--- src/rtl/wb_arbiter.sv ---
// wb_arbiter: register-file write-back arbiter between a never-stalled ALU
// result path and in-order load responses. Load destination tags are queued
// at issue; returning data is paired with the oldest unpaired tag, written
// directly when nothing else competes, or parked in a small response buffer.
//
// Optional feature macro: WB_ARBITER_SCOREBOARD_EN
//   defined   -> busy_a/busy_b report pending-load hazards on decode sources
//   undefined -> busy_a/busy_b tied low, tag-match logic not built
module wb_arbiter #(
    parameter int LDQ_DEPTH  = 4,
    parameter int RSPQ_DEPTH = 2
) (
    input  logic        clk,
    input  logic        reset,
    input  logic        alu_valid,
    input  logic [4:0]  alu_rd,
    input  logic [31:0] alu_data,
    input  logic        ld_req_valid,
    input  logic [4:0]  ld_req_rd,
    output logic        ld_req_ready,
    input  logic        mem_rsp_valid,
    input  logic [31:0] mem_rsp_data,
    output logic        mem_rsp_ready,
    input  logic [4:0]  chk_adr_a,
    input  logic [4:0]  chk_adr_b,
    output logic        busy_a,
    output logic        busy_b,
    output logic        rf_we,
    output logic [4:0]  rf_adr_wrt,
    output logic [31:0] rf_data
);

    localparam int LAW = $clog2(LDQ_DEPTH);
    localparam int RAW = $clog2(RSPQ_DEPTH);
    localparam logic [LAW:0] LDQ_CNT_MAX  = LDQ_DEPTH[LAW:0];
    localparam logic [RAW:0] RSPQ_CNT_MAX = RSPQ_DEPTH[RAW:0];

    // Outstanding-load tag queue. Entry at head is the oldest load; the first
    // rsp_count_r entries from head already have data in the response buffer.
    logic [4:0]     tag_mem_r [LDQ_DEPTH];
    logic [LAW-1:0] tag_head_r;
    logic [LAW-1:0] tag_tail_r;
    logic [LAW:0]   tag_count_r;

    // Response buffer: data only, its head always pairs with the tag-queue head.
    logic [31:0]    rsp_mem_r [RSPQ_DEPTH];
    logic [RAW-1:0] rsp_head_r;
    logic [RAW-1:0] rsp_tail_r;
    logic [RAW:0]   rsp_count_r;

    logic        unpaired_s;
    logic        ld_push_s;
    logic        rsp_acc_s;
    logic        sel_alu_s;
    logic        sel_buf_s;
    logic        sel_dir_s;
    logic        ld_pop_s;
    logic        rsp_push_s;
    logic        rsp_pop_s;
    logic        wr_valid_s;
    logic [4:0]  wr_rd_s;
    logic [31:0] wr_data_s;

    assign ld_req_ready  = (tag_count_r < LDQ_CNT_MAX);
    assign mem_rsp_ready = (rsp_count_r < RSPQ_CNT_MAX);

    // A response is only meaningful if some issued load still awaits data;
    // otherwise it is a protocol error and is ignored.
    assign unpaired_s = (int'(tag_count_r) > int'(rsp_count_r));
    assign ld_push_s  = ld_req_valid && ld_req_ready;
    assign rsp_acc_s  = mem_rsp_valid && mem_rsp_ready && unpaired_s;

    // Pick this cycle's write source: ALU, then buffered data, then a fresh response.
    always_comb begin
        sel_alu_s = 1'b0;
        sel_buf_s = 1'b0;
        sel_dir_s = 1'b0;
        if (alu_valid) begin
            sel_alu_s = 1'b1;
        end else if (rsp_count_r != '0) begin
            sel_buf_s = 1'b1;
        end else if (rsp_acc_s) begin
            sel_dir_s = 1'b1;
        end else begin
            sel_alu_s = 1'b0;
        end
    end

    // Queue side effects of the selection: a load write retires the oldest tag,
    // an accepted response that lost arbitration is parked in the buffer.
    always_comb begin
        ld_pop_s   = sel_buf_s || sel_dir_s;
        rsp_pop_s  = sel_buf_s;
        rsp_push_s = rsp_acc_s && !sel_dir_s;
    end

    // Mux the selected source onto the pending write.
    always_comb begin
        wr_valid_s = 1'b0;
        wr_rd_s    = 5'd0;
        wr_data_s  = 32'd0;
        if (sel_alu_s) begin
            wr_valid_s = 1'b1;
            wr_rd_s    = alu_rd;
            wr_data_s  = alu_data;
        end else if (sel_buf_s) begin
            wr_valid_s = 1'b1;
            wr_rd_s    = tag_mem_r[tag_head_r];
            wr_data_s  = rsp_mem_r[rsp_head_r];
        end else if (sel_dir_s) begin
            wr_valid_s = 1'b1;
            wr_rd_s    = tag_mem_r[tag_head_r];
            wr_data_s  = mem_rsp_data;
        end else begin
            wr_valid_s = 1'b0;
        end
    end

    // Tag queue storage and pointers; push and pop may coincide.
    always_ff @(posedge clk) begin
        if (reset) begin
            tag_head_r  <= '0;
            tag_tail_r  <= '0;
            tag_count_r <= '0;
            for (int i = 0; i < LDQ_DEPTH; i++) begin
                tag_mem_r[i] <= 5'd0;
            end
        end else begin
            if (ld_push_s) begin
                tag_mem_r[tag_tail_r] <= ld_req_rd;
                tag_tail_r            <= tag_tail_r + LAW'(1'b1);
            end
            if (ld_pop_s) begin
                tag_head_r <= tag_head_r + LAW'(1'b1);
            end
            case ({ld_push_s, ld_pop_s})
                2'b10:   tag_count_r <= tag_count_r + (LAW+1)'(1'b1);
                2'b01:   tag_count_r <= tag_count_r - (LAW+1)'(1'b1);
                default: tag_count_r <= tag_count_r;
            endcase
        end
    end

    // Response buffer storage and pointers; push and pop may coincide.
    always_ff @(posedge clk) begin
        if (reset) begin
            rsp_head_r  <= '0;
            rsp_tail_r  <= '0;
            rsp_count_r <= '0;
            for (int i = 0; i < RSPQ_DEPTH; i++) begin
                rsp_mem_r[i] <= 32'd0;
            end
        end else begin
            if (rsp_push_s) begin
                rsp_mem_r[rsp_tail_r] <= mem_rsp_data;
                rsp_tail_r            <= rsp_tail_r + RAW'(1'b1);
            end
            if (rsp_pop_s) begin
                rsp_head_r <= rsp_head_r + RAW'(1'b1);
            end
            case ({rsp_push_s, rsp_pop_s})
                2'b10:   rsp_count_r <= rsp_count_r + (RAW+1)'(1'b1);
                2'b01:   rsp_count_r <= rsp_count_r - (RAW+1)'(1'b1);
                default: rsp_count_r <= rsp_count_r;
            endcase
        end
    end

    // Register the write port; r0 writes are swallowed and address/data hold.
    always_ff @(posedge clk) begin
        if (reset) begin
            rf_we      <= 1'b0;
            rf_adr_wrt <= 5'd0;
            rf_data    <= 32'd0;
        end else if (wr_valid_s && (wr_rd_s != 5'd0)) begin
            rf_we      <= 1'b1;
            rf_adr_wrt <= wr_rd_s;
            rf_data    <= wr_data_s;
        end else begin
            rf_we      <= 1'b0;
            rf_adr_wrt <= rf_adr_wrt;
            rf_data    <= rf_data;
        end
    end

`ifdef WB_ARBITER_SCOREBOARD_EN
    logic           busy_a_s;
    logic           busy_b_s;
    logic [LAW-1:0] idx_v;

    // Compare decode sources against every live tag; a tag stays live until
    // the edge that registers its write, so hazard release is exact.
    always_comb begin
        busy_a_s = 1'b0;
        busy_b_s = 1'b0;
        idx_v    = '0;
        for (int k = 0; k < LDQ_DEPTH; k++) begin
            idx_v = tag_head_r + LAW'(k);
            if (k < int'(tag_count_r)) begin
                if ((chk_adr_a != 5'd0) && (tag_mem_r[idx_v] == chk_adr_a)) begin
                    busy_a_s = 1'b1;
                end else begin
                    busy_a_s = busy_a_s;
                end
                if ((chk_adr_b != 5'd0) && (tag_mem_r[idx_v] == chk_adr_b)) begin
                    busy_b_s = 1'b1;
                end else begin
                    busy_b_s = busy_b_s;
                end
            end else begin
                busy_a_s = busy_a_s;
            end
        end
    end

    assign busy_a = busy_a_s;
    assign busy_b = busy_b_s;
`else
    logic unused_chk_s;

    assign unused_chk_s = ^{chk_adr_a, chk_adr_b};
    assign busy_a       = 1'b0;
    assign busy_b       = 1'b0;
`endif

endmodule

--- config.mk ---
export PLATFORM = sky130hd
export DESIGN_NAME = wb_arbiter
export DESIGN_NICKNAME = d
export VERILOG_FILES = /design/src/rtl/wb_arbiter.sv
export SDC_FILE = /design/constraint.sdc
export NUM_CORES = 1
export LEC_CHECK = 0
export CORE_MARGIN = 1
export CORE_UTILIZATION = 40
export CTS_BUF_LIST = sky130_fd_sc_hd__clkbuf_4
export CTS_CLUSTER_DIAMETER = 200
export CTS_CLUSTER_SIZE = 16
export DETAILED_ROUTE_END_ITERATION = 16
export PLACE_DENSITY_LB_ADDON = 0.1
export SYNTH_ARGS = -nofsm -noshare
export SYNTH_HDL_FRONTEND = slang
export SYNTH_SLANG_ARGS = --single-unit
--- constraint.sdc ---
create_clock -name clk -period 3.3 [get_ports clk]
set_input_delay 0.495 -clock clk [delete_from_list [all_inputs] [get_ports clk]]
set_output_delay 0.495 -clock clk [all_outputs]
set_load 0.02 [all_outputs]
Word level (Yosys, flattened, before mapping) --
Memory sizes are Yosys's and may differ from the RTL's. A register that Yosys moved wholly into a read port is not among the register bits. Index checks and enable logic that the tools add are counted.
Storage, ports and cells: register bits after elaboration 49, bits in writable memories 84, input port bits 89, output and inout bits 42, logic and storage cells 75, memories kept 2
Operators by class: $add $sub $neg 8, magnitude comparators 3, eq/ne operators 4, muxes and demuxes 36, reductions and logical operators 13
Memory list:
- rsp_mem_r | depth 2, bits a word 32, rd ports 1, clocked after Yosys merged registers in 1, wr ports 2, line 46 | logic [31:0] rsp_mem_r [RSPQ_DEPTH];
- tag_mem_r | depth 4, bits a word 5, rd ports 1, clocked after Yosys merged registers in 1, wr ports 4, line 40 | logic [4:0] tag_mem_r [LDQ_DEPTH];
Operator list (count):
- 32-bit two-way mux | 4
- 32-bit OR reduction | 1
- 1-bit two-way mux | 23
- 5-bit two-way mux | 4
- 2-bit by 1-bit adder with 2-bit output, second input constant | 3
- 2-bit two-way mux | 3
- 3-bit case mux with 2 select lines | 1
- 2-bit nonzero test | 3
- 1-bit logical AND | 5
- 5-bit nonzero test | 1
- 5-bit OR reduction | 1
- 2-bit by 1-bit == test with 1-bit output, second input constant | 2
- 2-bit == test, second input constant | 2
- 2-bit case mux with 2 select lines | 1
- 3-bit by 1-bit adder with 3-bit output, second input constant | 1
- 3-bit by 2-bit greater-than comparator with 1-bit output | 1
- 3-bit < comparator, second input constant | 1
- 3-bit by 1-bit subtractor with 3-bit output, second input constant | 1
- 1-bit adder, second input constant | 2
- 2-bit < comparator, second input constant | 1
- 2-bit by 1-bit subtractor with 2-bit output, second input constant | 1
- 1-bit logical NOT | 1
- 1-bit logical OR | 1

Longest topological paths before layout --
Gate-level depths: netlist (run 1).
depth in word-level cells 13, gate-level depth with buffers 12, mapped depth without buffers 11

Worst setup path before layout (run 1) --
OpenSTA, ideal clock, no wires.
path type register -> register, start register rsp_count_r[1], end memory rsp_mem_r[1][0], enable pin, library setup time 0.390 ns, arrival time 2.681 ns, required time 2.910 ns, slack 0.228 ns, stages on the path, launching flop included 8, buffers on the path 0, period minus slack after synthesis 3.072 ns, cell sequence dfxtp_1 > inv_1 > ha_1 > nor2b_1 > o21ai_1 > and2_1 > nor4b_1 > or2_1
RTL lines:
- from (decl) | line 49 | logic [RAW:0] rsp_count_r;
- from (signal assigned) | line 162 | 2'b10: rsp_count_r <= rsp_count_r + (RAW+1)'(1'b1);
- from (signal assigned) | line 163 | 2'b01: rsp_count_r <= rsp_count_r - (RAW+1)'(1'b1);
- from (signal assigned) | line 164 | default: rsp_count_r <= rsp_count_r;
- to (decl) | line 46

==> summary.md, run 1 <==
| Metric | Value |
|---|---|
| Die area | `0.01756 mm2` |
| Yosys reg bits | `136` |
| TritonCTS clock tree | `built` |
| Final-report hold violation count | `0` |
| Placed cells | `approximately 960` |
| PwrDens | `roughly 640 mW/mm2` |
| WS Path Type | `reg -> reg` |
| Worst-path maximum fanout | `31` |
| Post-synthesis adder-cell area fraction | `0.01028` |
| Port Buf Inserts | `118` |
| Area leader, netlist | `edfxtp_1` |
| Synth unique cells | `46` |
| Number of synthesized flops with an enable pin | `84` |
| Final Non-Filler Cells | `990` |
| CP top delay family | `simple AND/OR/NAND/NOR gates` |
| Xor and xnor area share after synthesis | `0.01028` |
| Layout net count | `850` |
| H-tree depth | `4` |
| Compound-cell area share of the yosys netlist | `0.1138` |
| Area growth syn-to-layout | `25.26%` |
| Via count | `5044` |
| First-pass GRT wire length | `26380 um` |
| Crit path max-delay cell type | `or4_1` |
| Main combinational cell family by area after synthesis | `simple AND/OR/NAND/NOR gates` |
| Cells after synthesis | `647` |
| Share of the synthesized area in the top cell type | `0.3701` |
| Fin crit period | `~3 ns` |
| Initial detailed-routing violation count | `~270` |
| Most used flip-flop cell after synthesis | `edfxtp_1` |
| CTS hold repair buffers | `0` |
| Max VDD drop | `0.3123 mV` |
| Syn avg cell area | `10.53 um2` |
| Crit path cell chain | `mux4_2 -> or4_1 -> or3_4 -> o21ai_4 -> buf_12 -> mux2i_1` |
| Final ANT Viol Nets | `0` |
| Root Driver | `clkbuf_4` |
| CP peak stage delay | `approximately 0.66 ns` |
| Final Setup Violations | `0` |
| Placed instance area | `between 0.008 and 0.009 mm2` |
| CTS max path bufs | `2` |
| Fin Setup TNS | `0 ns` |
| Clock slew at reported path FFs | `between 0.1 and 0.15 ns` |
| Static Leak | `3.165 nW` |
| Period utilization | `0.8880` |
| Sequential-to-total area share from yosys stat | `0.5229` |
| Initial Util | `0.4110` |
| Grt ovf | `0` |
| Pin count of the biggest net entering global routing | `~70` |
| DP Wirelength | `around 11000 um` |
| Die outline width | `roughly 130 um` |
| Vias per cell | `around 5.1` |
| Status | `finished clean` |
| Vias in the first global route | `5097` |
| Worst-Skew Late Latency | `around 0.55 ns` |
| Hold Path Class | `in -> reg` |
| Critical path endpoint category | `flop` |
| Most numerous cell in the Yosys netlist | `edfxtp_1` |
| CP Launch Type | `flop` |
| Crit path buffers/inverters | `1` |
| Initial antenna violation count | `1` |
| Wire length per cell | `between 15 and 20 um` |
| Top cells by area, synth | `edfxtp_1 (37%), dfxtp_1 (15%), mux2i_1 (9.4%), and2_1 (6.4%), a21oi_1 (3.7%)` |
| DRC violations left | `0` |
| Slew Viols, Final | `0` |
| Core area | `between 0.015 and 0.02 mm2` |
| Routed WL | `between 15000 and 20000 um` |
| GRT Util Overall | `0.1949` |
| Max transition margin | `0.4026` |
| Clock skew | `between 0.015 and 0.02 ns` |
| Clk sink count | `about 140` |
| Die Ht | `132.5 um` |
| Maxcap violations | `0` |
| I/O pins | `131` |
| Worst slew pin tran | `between 0.8 and 0.9 ns` |
| Share of cells above drive strength 1 | `0.09103` |
| DR pass1 iterations | `4` |
| List of most frequent post-synthesis cells | `edfxtp_1 (84), and2_1 (70), mux2i_1 (64)` |
| Synth warn | `0` |
| Max frequency | `between 0.3 and 0.4 GHz` |
| Worst Path Arrival | `~3.4 ns` |
| Mux contribution to synthesized area | `0.1105` |
| Post-Synth Simple-Gate Area | `0.1841` |
| PostCTS Resize Cnt | `0` |
| FFs w/ async S/R, synth | `0` |
| Num CTS Buffers | `17` |
| Mapped cell area | `just under 0.007 mm2` |
| RSZ-0062 raised after global routing | `false` |
| Row cnt | `47` |
| Post-CTS Setup Inserts | `0` |
| Global placement routability congestion | `0.7704` |
| Final Cell Area | `about 0.0085 mm2` |
| Critical path data required time | `3.76 ns` |
-- final timing paths --
| check | start | end | slack [ns] | cells after the start |
|---|---|---|---|---|
| worst max-delay path | flop | rf_data[24]$_SDFFE_PP0P_ | 0.37 | 6 |
| worst min-delay path | reset | rsp_count_r[0]$_SDFFE_PP0P_ | 0.37 | 2 |
| worst max register to register | flop | rf_data[24]$_SDFFE_PP0P_ | 0.37 | 6 |
| worst min register to register | rf_data[3]$_SDFFE_PP0P_ | rf_data[3]$_SDFFE_PP0P_ | 0.48 | 2 |
-- worst register-to-register path, stage by stage, from the launching register on --
cell	delay [ns]
dfxtp_1	0.52
mux4_2	0.55
or4_1	0.66
or3_4	0.44
o21ai_4	0.12
buf_12	0.30
mux2i_1	0.26
-- metal layers --
metal  up-vias  track usage  wire, um
met1      2397       0.2397      7064
li1       2498            -         -
met5         -            0         0
met2       129       0.3330      8169
met3        20      0.04406       954
met4         0      0.07344       303
-- registers in the layout, indices dropped and copies added (netlist names), named ones only --
name and count:
rf_adr_wrt 5, rf_data 32, rf_we 1, rsp_count_r 2, rsp_head_r 1, rsp_mem_r 64, rsp_tail_r 1, tag_count_r 3
tag_head_r 2, tag_mem_r 20, tag_tail_r 2
-- cells in the final DEF, fill, tap and decap left out, types with 2 or more instances in the layout --
cell,netlist,final
clkdlybuf4s50_1,0,116
edfxtp_1,84,84
and2_1,70,70
mux2i_1,64,64
dfxtp_1,52,51
a21oi_1,50,50
nand2b_1,39,38
nand2_1,36,36
nand3_1,32,32
o21bai_1,31,31
o21ai_0,31,31
nor2_1,26,26
inv_1,19,19
buf_4,2,18
clkbuf_4,0,17
or3_1,7,7
a211oi_1,5,5
nor4_1,6,5
mux4_2,5,5
clkinvlp_4,0,5
xnor2_1,4,4
xor2_1,4,4
ha_1,4,4
or2_2,2,3
clkinv_1,1,3
o31ai_1,3,3
inv_6,0,3
bufinv_16,0,3
nor2b_1,3,2
o21ai_4,1,2
or4_1,2,2
conb_1,1,2
buf_2,1,2
buf_12,3,2
-- stage by stage --
step	setup WS [ns]	util	total power, W	hold WS (ns)
4_1_cts	0.3522	0.5146	0.005532	0.3289
2_1_floorplan	0.2281	-	0.003625	0.4758
3_5_place_dp	0.2783	0.4964	0.004353	0.4675
5_1_grt	0.2176	0.5148	0.005772	0.3706
3_3_place_gp	0.3908	0.4964	0.004307	0.4611
6_report	0.3697	0.5148	0.005466	0.3678
-- report_power, final --
part	switching (W)	internal, W	leakage, nW
combinational	0.00109	0.000849	1.72
clock	0.000645	0.000525	0.146
sequential	0.000204	0.00215	1.30
-- layout make-up --
class,count,area (um2)
Antenna cell,1,2.502
Clock buffer,17,127.6
Clock inverter,15,175.2
Fill cell,1530,8046
Inverter,20,75.07
Multi-Input combinational cell,443,2970
Sequential cell,136,3565
Tap cell,220,275.3
Timing Repair Buffer,138,1346
-- kinds of logic after synthesis --
| family | after synthesis |
|---|---|
| simple gates | 230 |
| other cells | 1 |
| flops | 136 |
| buf+inv | 69 |
| mux | 69 |
| compound gates | 129 |
| xor+xnor | 8 |
| fa+ha+maj | 5 |
No activity file was read; power rests on OpenSTA's default activity.
==> run 2, diff against run 1 <==
- CORE_MARGIN: 1 -> 10
- CORE_UTILIZATION: 40 -> 50
==> summary.md, run 2 (same netlist as run 1, synthesis figures left out) <==
| Metric | Value |
|---|---|
| Status | `finished clean` |
| Worst-Skew Late Latency | `0.53 ns (-0.02 ns)` |
| Die area | `0.01870 mm2 (+6.5%)` |
| Final Setup Violations | `0 (unchanged)` |
| Design internal power | `0.003317 W (-5.9%)` |
| RSZ-0062 raised after global routing | `false` |
| PostCTS Resize Cnt | `0 (unchanged)` |
| Period utilization | `0.9090 (+0.02104)` |
| WS Path Type | `reg -> reg` |
| Root Driver | `clkbuf_4` |
| Switch Pwr | `0.001822 W (-6.2%)` |
| I/O pins | `131 (unchanged)` |
| Core area | `0.01330 mm2 (-20%)` |
| Hold Path Class | `reg -> reg` |
| Fin crit period | `3.000 ns (+0.06942 ns)` |
| Vias per cell | `5.278 (+3.6%)` |
| DRC violations left | `0 (unchanged)` |
| Hold EP | `rf_data[29]$_SDFFE_PP0P_` |
| Worst-path maximum fanout | `7 (-77%)` |
| Share of cells above drive strength 1 | `0.08322 (-0.007802)` |
| Largest Register | `rsp_mem_r` |
| Wire length per cell | `16.95 um (+1.7%)` |
| Static Leak | `3.145 nW (-0.63%)` |
| Fin Setup TNS | `0 ns (unchanged)` |
| Max transition margin | `0.4198 (+0.01713)` |
| Initial antenna violation count | `0 (-1)` |
| Die Ht | `136.8 um (+3.2%)` |
| Antenna cells | `0 (-1)` |
| Worst Path Arrival | `3.45 ns (+0.06 ns)` |
| Fillers | `1104 (-28%)` |
| CTS hold repair buffers | `0 (unchanged)` |
| Row cnt | `42 (-11%)` |
| Final ANT Viol Nets | `0 (unchanged)` |
| Vias in the first global route | `5131 (+0.67%)` |
| Die outline width | `136.8 um (+3.2%)` |
| Sw frac | `0.3545 (-0.0007133)` |
| TritonCTS clock tree | `built` |
| Post-CTS Setup Inserts | `0 (unchanged)` |
| Max reg flops | `64 (unchanged)` |
| FF-to-FF setup slack | `0.30 ns (-0.07 ns)` |
| Worst r2r path cells | `11 (+5)` |
| Clock slew at reported path FFs | `0.10 ns (-0.03 ns)` |
| Logic pwr share | `0.378 (+0.023)` |
| Clock power frac | `0.163 (-0.051)` |
| First-pass GRT wire length | `25880 um (-1.9%)` |
| Num CTS Buffers | `17 (unchanged)` |
| Clock skew | `0.01267 ns (-0.005399 ns)` |
| Clk sink count | `136 (unchanged)` |
| H-tree depth | `4 (unchanged)` |
| R2R Path End | `tag_count_r[2]$_SDFFE_PP0P_` |
| Commonest non-fill, non-tap cell in the layout | `clkdlybuf4s50_1` |
| Slew Viols, Final | `0 (unchanged)` |
| Crit Reg-Reg Startpoint | `rsp_count_r[1]$_SDFFE_PP0P_` |
| Routed WL | `16020 um (-2.9%)` |
| Critical Path Source | `rsp_count_r[1]$_SDFFE_PP0P_` |
| Max frequency | `0.3334 GHz (-2.3%)` |
| Hold slack | `0.4767 ns (+0.1090 ns)` |
| Port Buf Inserts | `118 (unchanged)` |
| DR pass1 iterations | `5 (+1)` |
| Layout net count | `851 (+0.12%)` |
| Area growth syn-to-layout | `23.17%` |
| Sequential power share | `0.459 (+0.028)` |
| Critical path data required time | `3.75 ns (about the same)` |
| Global placement routability congestion | `0.8300 (+7.7%)` |
| Commonest cells after routing, fill and taps aside | `clkdlybuf4s50_1 (116), edfxtp_1 (84), and2_1 (70)` |
| Pin count of the biggest net entering global routing | `50 (-28%)` |
| Grt ovf | `0 (unchanged)` |
| Leading registers by flop count | `rsp_mem_r: 64 flops, rf_data: 32 flops, tag_mem_r: 20 flops` |
| Max VDD drop | `0.3963 mV (+27%)` |
| GRT Util Overall | `0.1765 (-0.01839)` |
| Worst slew pin tran | `0.8703 ns (-0.02569 ns)` |
| Maxcap violations | `0 (unchanged)` |
| CTS max path bufs | `2 (unchanged)` |
| PwrDens | `612.2 mW/mm2 (-4.4%)` |
| Final-report hold violation count | `0 (unchanged)` |
| Initial Util | `0.5126 (+0.1016)` |
| Placed cells | `914 (-4.5%)` |
| CP Launch Type | `flop` |
| Final Non-Filler Cells | `945 (-4.5%)` |
| Hold depth | `2 (unchanged)` |
| Initial detailed-routing violation count | `297 (+10%)` |
| DP Wirelength | `11140 um (+4.3%)` |
| Critical path endpoint category | `flop` |
| Via count | `4988 (-1.1%)` |
| Worst Hold Launch | `rf_data[29]$_SDFFE_PP0P_` |
-- run 2: changes by cell type in the layout (fill, tap and decap cells not counted), sizes merged --
cell      before  now
buf           22   23
bufinv         3    0
clkbuf        17   21
clkinv         5   11
clkinvlp       5    0
diode          1    0
inv           22   19
-- run 2: power groups by stage --
stage / registers (W) / clock network, W / logic [W]
2_1_floorplan: 0.00243 / 0 / 0.00120
3_3_place_gp: 0.00238 / 0 / 0.00190
3_5_place_dp: 0.00240 / 0 / 0.00195
4_1_cts: 0.00236 / 0.000872 / 0.00196
5_1_grt: 0.00240 / 0.000951 / 0.00211
6_report: 0.00236 / 0.000839 / 0.00194
-- run 2: stage by stage --
step	cell area [um2]	total power, W	util	setup slack [ns]
5_1_grt	8394	0.005464	0.6314	0.007135
2_1_floorplan	6819	0.003625	-	0.2281
3_5_place_dp	8197	0.004349	0.6165	0.2712
3_3_place_gp	8197	0.004281	0.6165	0.3413
4_1_cts	8394	0.005190	0.6314	0.3234
6_report	8394	0.005139	0.6314	0.3002
-- run 2: worst max path at each step --
stage,end,slack [ns],depth (start not counted)
CTS,tag_count_r[2]$_SDFFE_PP0P_,0.32,11
detailed placement,tag_count_r[2]$_SDFFE_PP0P_,0.27,10
floorplan,rsp_mem_r[1][0]$_SDFFCE_PN0P_,0.23,7
global route,tag_count_r[2]$_SDFFE_PP0P_,0.007,11
finish,tag_count_r[2]$_SDFFE_PP0P_,0.30,11
global placement,tag_count_r[2]$_SDFFE_PP0P_,0.34,10
-- run 2: final cells by class --
cell class / instances / area [um2] / area share
clock buffers: 21 / 157.7 / 0.01878
repair buffers: 139 / 1366 / 0.1628
clock inverters: 10 / 40.04 / 0.004770
flip-flops and latches: 136 / 3565 / 0.4247
multi-input cells: 443 / 2970 / 0.3539
well taps: 176 / 220.2 / 0.02623
inverters: 20 / 75.07 / 0.008943
-- run 2: critical path: stages, from the launching register on --
cell and delay, ns:
dfxtp_1 0.51, inv_1 0.11, ha_1 0.30, nor2b_1 0.26, o211ai_1 0.21, a21oi_1 0.25, ha_1 0.22, inv_1 0.06
fa_1 0.39, xor2_1 0.16, or3_1 0.30, a21oi_1 0.14
-- run 2: layer usage --
| metal | wire length [um] | global-route usage |
|---|---|---|
| met1 | 6713 | 0.2069 |
| met2 | 7938 | 0.2969 |
| met3 | 1106 | 0.05315 |
| met4 | 257 | 0.06923 |
| met5 | 0 | 0 |
==> run 3, diff against run 2 <==
- CORE_UTILIZATION: 50 -> 49
- clock period: 3.3 -> 2.7 ns (I/O delays scaled with it)
==> summary.md, run 3 (same netlist as run 1, synthesis figures left out) <==
| Metric | Value |
|---|---|
| Status | `finished clean` |
| Vias per cell | `5.447 (+3.2%)` |
| Post-route setup slack | `0.1014 ns (-0.1988 ns)` |
| TritonCTS clock tree | `built` |
| Hold Path Class | `in -> reg` |
| Design internal power | `0.004394 W (+32%)` |
| CTS hold repair buffers | `0 (unchanged)` |
| Crit path cell chain | `mux4_2 -> or4_1 -> or3_4 -> o21ai_4 -> buf_12 -> mux2i_1` |
| I/O pins | `131 (unchanged)` |
| Commonest cells after routing, fill and taps aside | `clkdlybuf4s50_1 (116), edfxtp_1 (84), and2_1 (70)` |
| Final-report hold violation count | `0 (unchanged)` |
| Area growth syn-to-layout | `27.01%` |
| Critical path data required time | `3.19 ns (-0.56 ns)` |
| Core area | `0.01377 mm2 (+3.6%)` |
| PwrDens | `787.3 mW/mm2 (+29%)` |
| Die area | `0.01903 mm2 (+1.7%)` |
| Worst-path maximum fanout | `19 (+12)` |
| Die outline width | `137.9 um (+0.87%)` |
| CP Launch Type | `flop` |
| Initial Util | `0.4948 (-0.01779)` |
| Num CTS Buffers | `17 (unchanged)` |
| Logic pwr share | `0.371 (-0.007)` |
| Pin count of the biggest net entering global routing | `36 (-28%)` |
| Clock power frac | `0.211 (+0.048)` |
| Row cnt | `43 (+2.4%)` |
| Maxcap violations | `0 (unchanged)` |
| Layout net count | `863 (+1.4%)` |
| Max frequency | `0.3848 GHz (+15%)` |
| Final Setup Violations | `0 (unchanged)` |
| Fin crit period | `2.599 ns (-0.4012 ns)` |
| Via count | `5245 (+5.2%)` |
| Critical path endpoint category | `flop` |
| DR pass1 iterations | `5 (unchanged)` |
| Initial detailed-routing violation count | `243 (-18%)` |
| H-tree depth | `4 (unchanged)` |
| Initial antenna violation count | `1 (+1)` |
| Worst Path Arrival | `3.08 ns (-0.37 ns)` |
| Global placement routability congestion | `0.7726 (-6.9%)` |
| WS Path Type | `reg -> reg` |
| Max VDD drop | `0.3963 mV (about the same)` |
| Sequential power share | `0.418 (-0.041)` |
| Static Leak | `3.253 nW (+3.4%)` |
| CP peak stage delay | `0.57 ns (+0.06 ns)` |
| Commonest non-fill, non-tap cell in the layout | `clkdlybuf4s50_1` |
| Slew Viols, Final | `0 (unchanged)` |
| Die Ht | `137.9 um (+0.87%)` |
| Share of cells above drive strength 1 | `0.1138 (+0.03059)` |
| RSZ-0062 raised after global routing | `false` |
| Worst-Skew Late Latency | `0.56 ns (+0.03 ns)` |
| Root Driver | `clkbuf_4` |
| Fin Setup TNS | `0 ns (unchanged)` |
| Crit path max-delay cell type | `or4_1` |
| GRT Util Overall | `0.1894 (+0.01289)` |
| Clock skew | `0.01512 ns (+0.002456 ns)` |
| DP Wirelength | `12160 um (+9.1%)` |
| Clock slew at reported path FFs | `0.12 ns (+0.02 ns)` |
| Final ANT Viol Nets | `0 (unchanged)` |
| Port Buf Inserts | `118 (unchanged)` |
| Grt ovf | `0 (unchanged)` |
| DRC violations left | `0 (unchanged)` |
| Routed WL | `17400 um (+8.6%)` |
| Vias in the first global route | `5463 (+6.5%)` |
| Clk sink count | `136 (unchanged)` |
| Largest Register | `rsp_mem_r` |
| DP Worst Slack | `0.004301 ns (-0.2669 ns)` |
| Switch Pwr | `0.002420 W (+33%)` |
| Period utilization | `0.9624 (+0.05343)` |
| Sw frac | `0.3552 (+0.0006792)` |
| First-pass GRT wire length | `28240 um (+9.1%)` |
| Wire length per cell | `18.07 um (+6.6%)` |
| Max reg flops | `64 (unchanged)` |
| Leading registers by flop count | `rsp_mem_r: 64 flops, rf_data: 32 flops, tag_mem_r: 20 flops` |
| Worst Hold Launch | `alu_valid` |
| CTS max path bufs | `2 (unchanged)` |
## run 3: stage by stage
| stage | utilization | instance area (um2) | power (W) | cells | hold slack, ns |
|---|---|---|---|---|---|
| after floorplan | - | 6842 | 0.004453 | 648 | 0.4758 |
| after global placement | 0.6060 | 8347 | 0.005366 | 930 | 0.4614 |
| after detailed placement | 0.6060 | 8347 | 0.005432 | 930 | 0.4656 |
| after CTS | 0.6283 | 8653 | 0.006868 | 962 | 0.2930 |
| after global routing | 0.6285 | 8656 | 0.007190 | 963 | 0.3462 |
| final | 0.6285 | 8656 | 0.006814 | 963 | 0.3455 |
## run 3: layer usage
metal / wire (um) / GRT usage / share of wire
met1: 6954 / 0.2234 / 0.40
met2: 9100 / 0.3313 / 0.52
met3: 1110 / 0.04420 / 0.064
met4: 233 / 0.06373 / 0.013
met5: 0 / 0 / 0
## run 3: area by class of cell
class / instances / area, um2
Timing Repair Buffer: 151 / 1506
Sequential cell: 136 / 3567
Fill cell: 1184 / 5117
Antenna cell: 1 / 2.502
Clock buffer: 17 / 127.6
Multi-Input combinational cell: 443 / 2974
Tap cell: 180 / 225.2
Clock inverter: 15 / 177.7
Inverter: 20 / 75.07
## run 3: path summary, 6_finish.rpt
path	to	slack, ns	cells past startpoint
worst max-delay path	rf_data[2]$_SDFFE_PP0P_	0.10	6
worst min-delay path	rf_adr_wrt[4]$_SDFFE_PP0P_	0.35	3
worst max register to register	rf_data[2]$_SDFFE_PP0P_	0.10	6
worst min register to register	rf_data[28]$_SDFFE_PP0P_	0.48	2
## run 3: power groups by stage
stage                     registers (W)  logic (W)  clock network (W)
after floorplan                 0.00297    0.00149                  0
after global placement          0.00287    0.00249                  0
after detailed placement        0.00290    0.00254                  0
after CTS                       0.00285    0.00255            0.00146
after global routing            0.00290    0.00274            0.00155
final                           0.00285    0.00253            0.00144
## run 3: worst max-delay path, delay by kind of cell (launching register included)
kind / cells / cell delay [ns]
buffers and inverters: 1 / 0.22
muxes: 2 / 0.76
and+or+nand+nor: 2 / 0.99
AOI/OAI and AO/OA: 1 / 0.10
DFF: 1 / 0.45
## run 3: timing repair
action	4_1_cts	5_1_grt
endpoints found under the setup margin	7	0
resized for setup	1	0
setup buffers	0	0
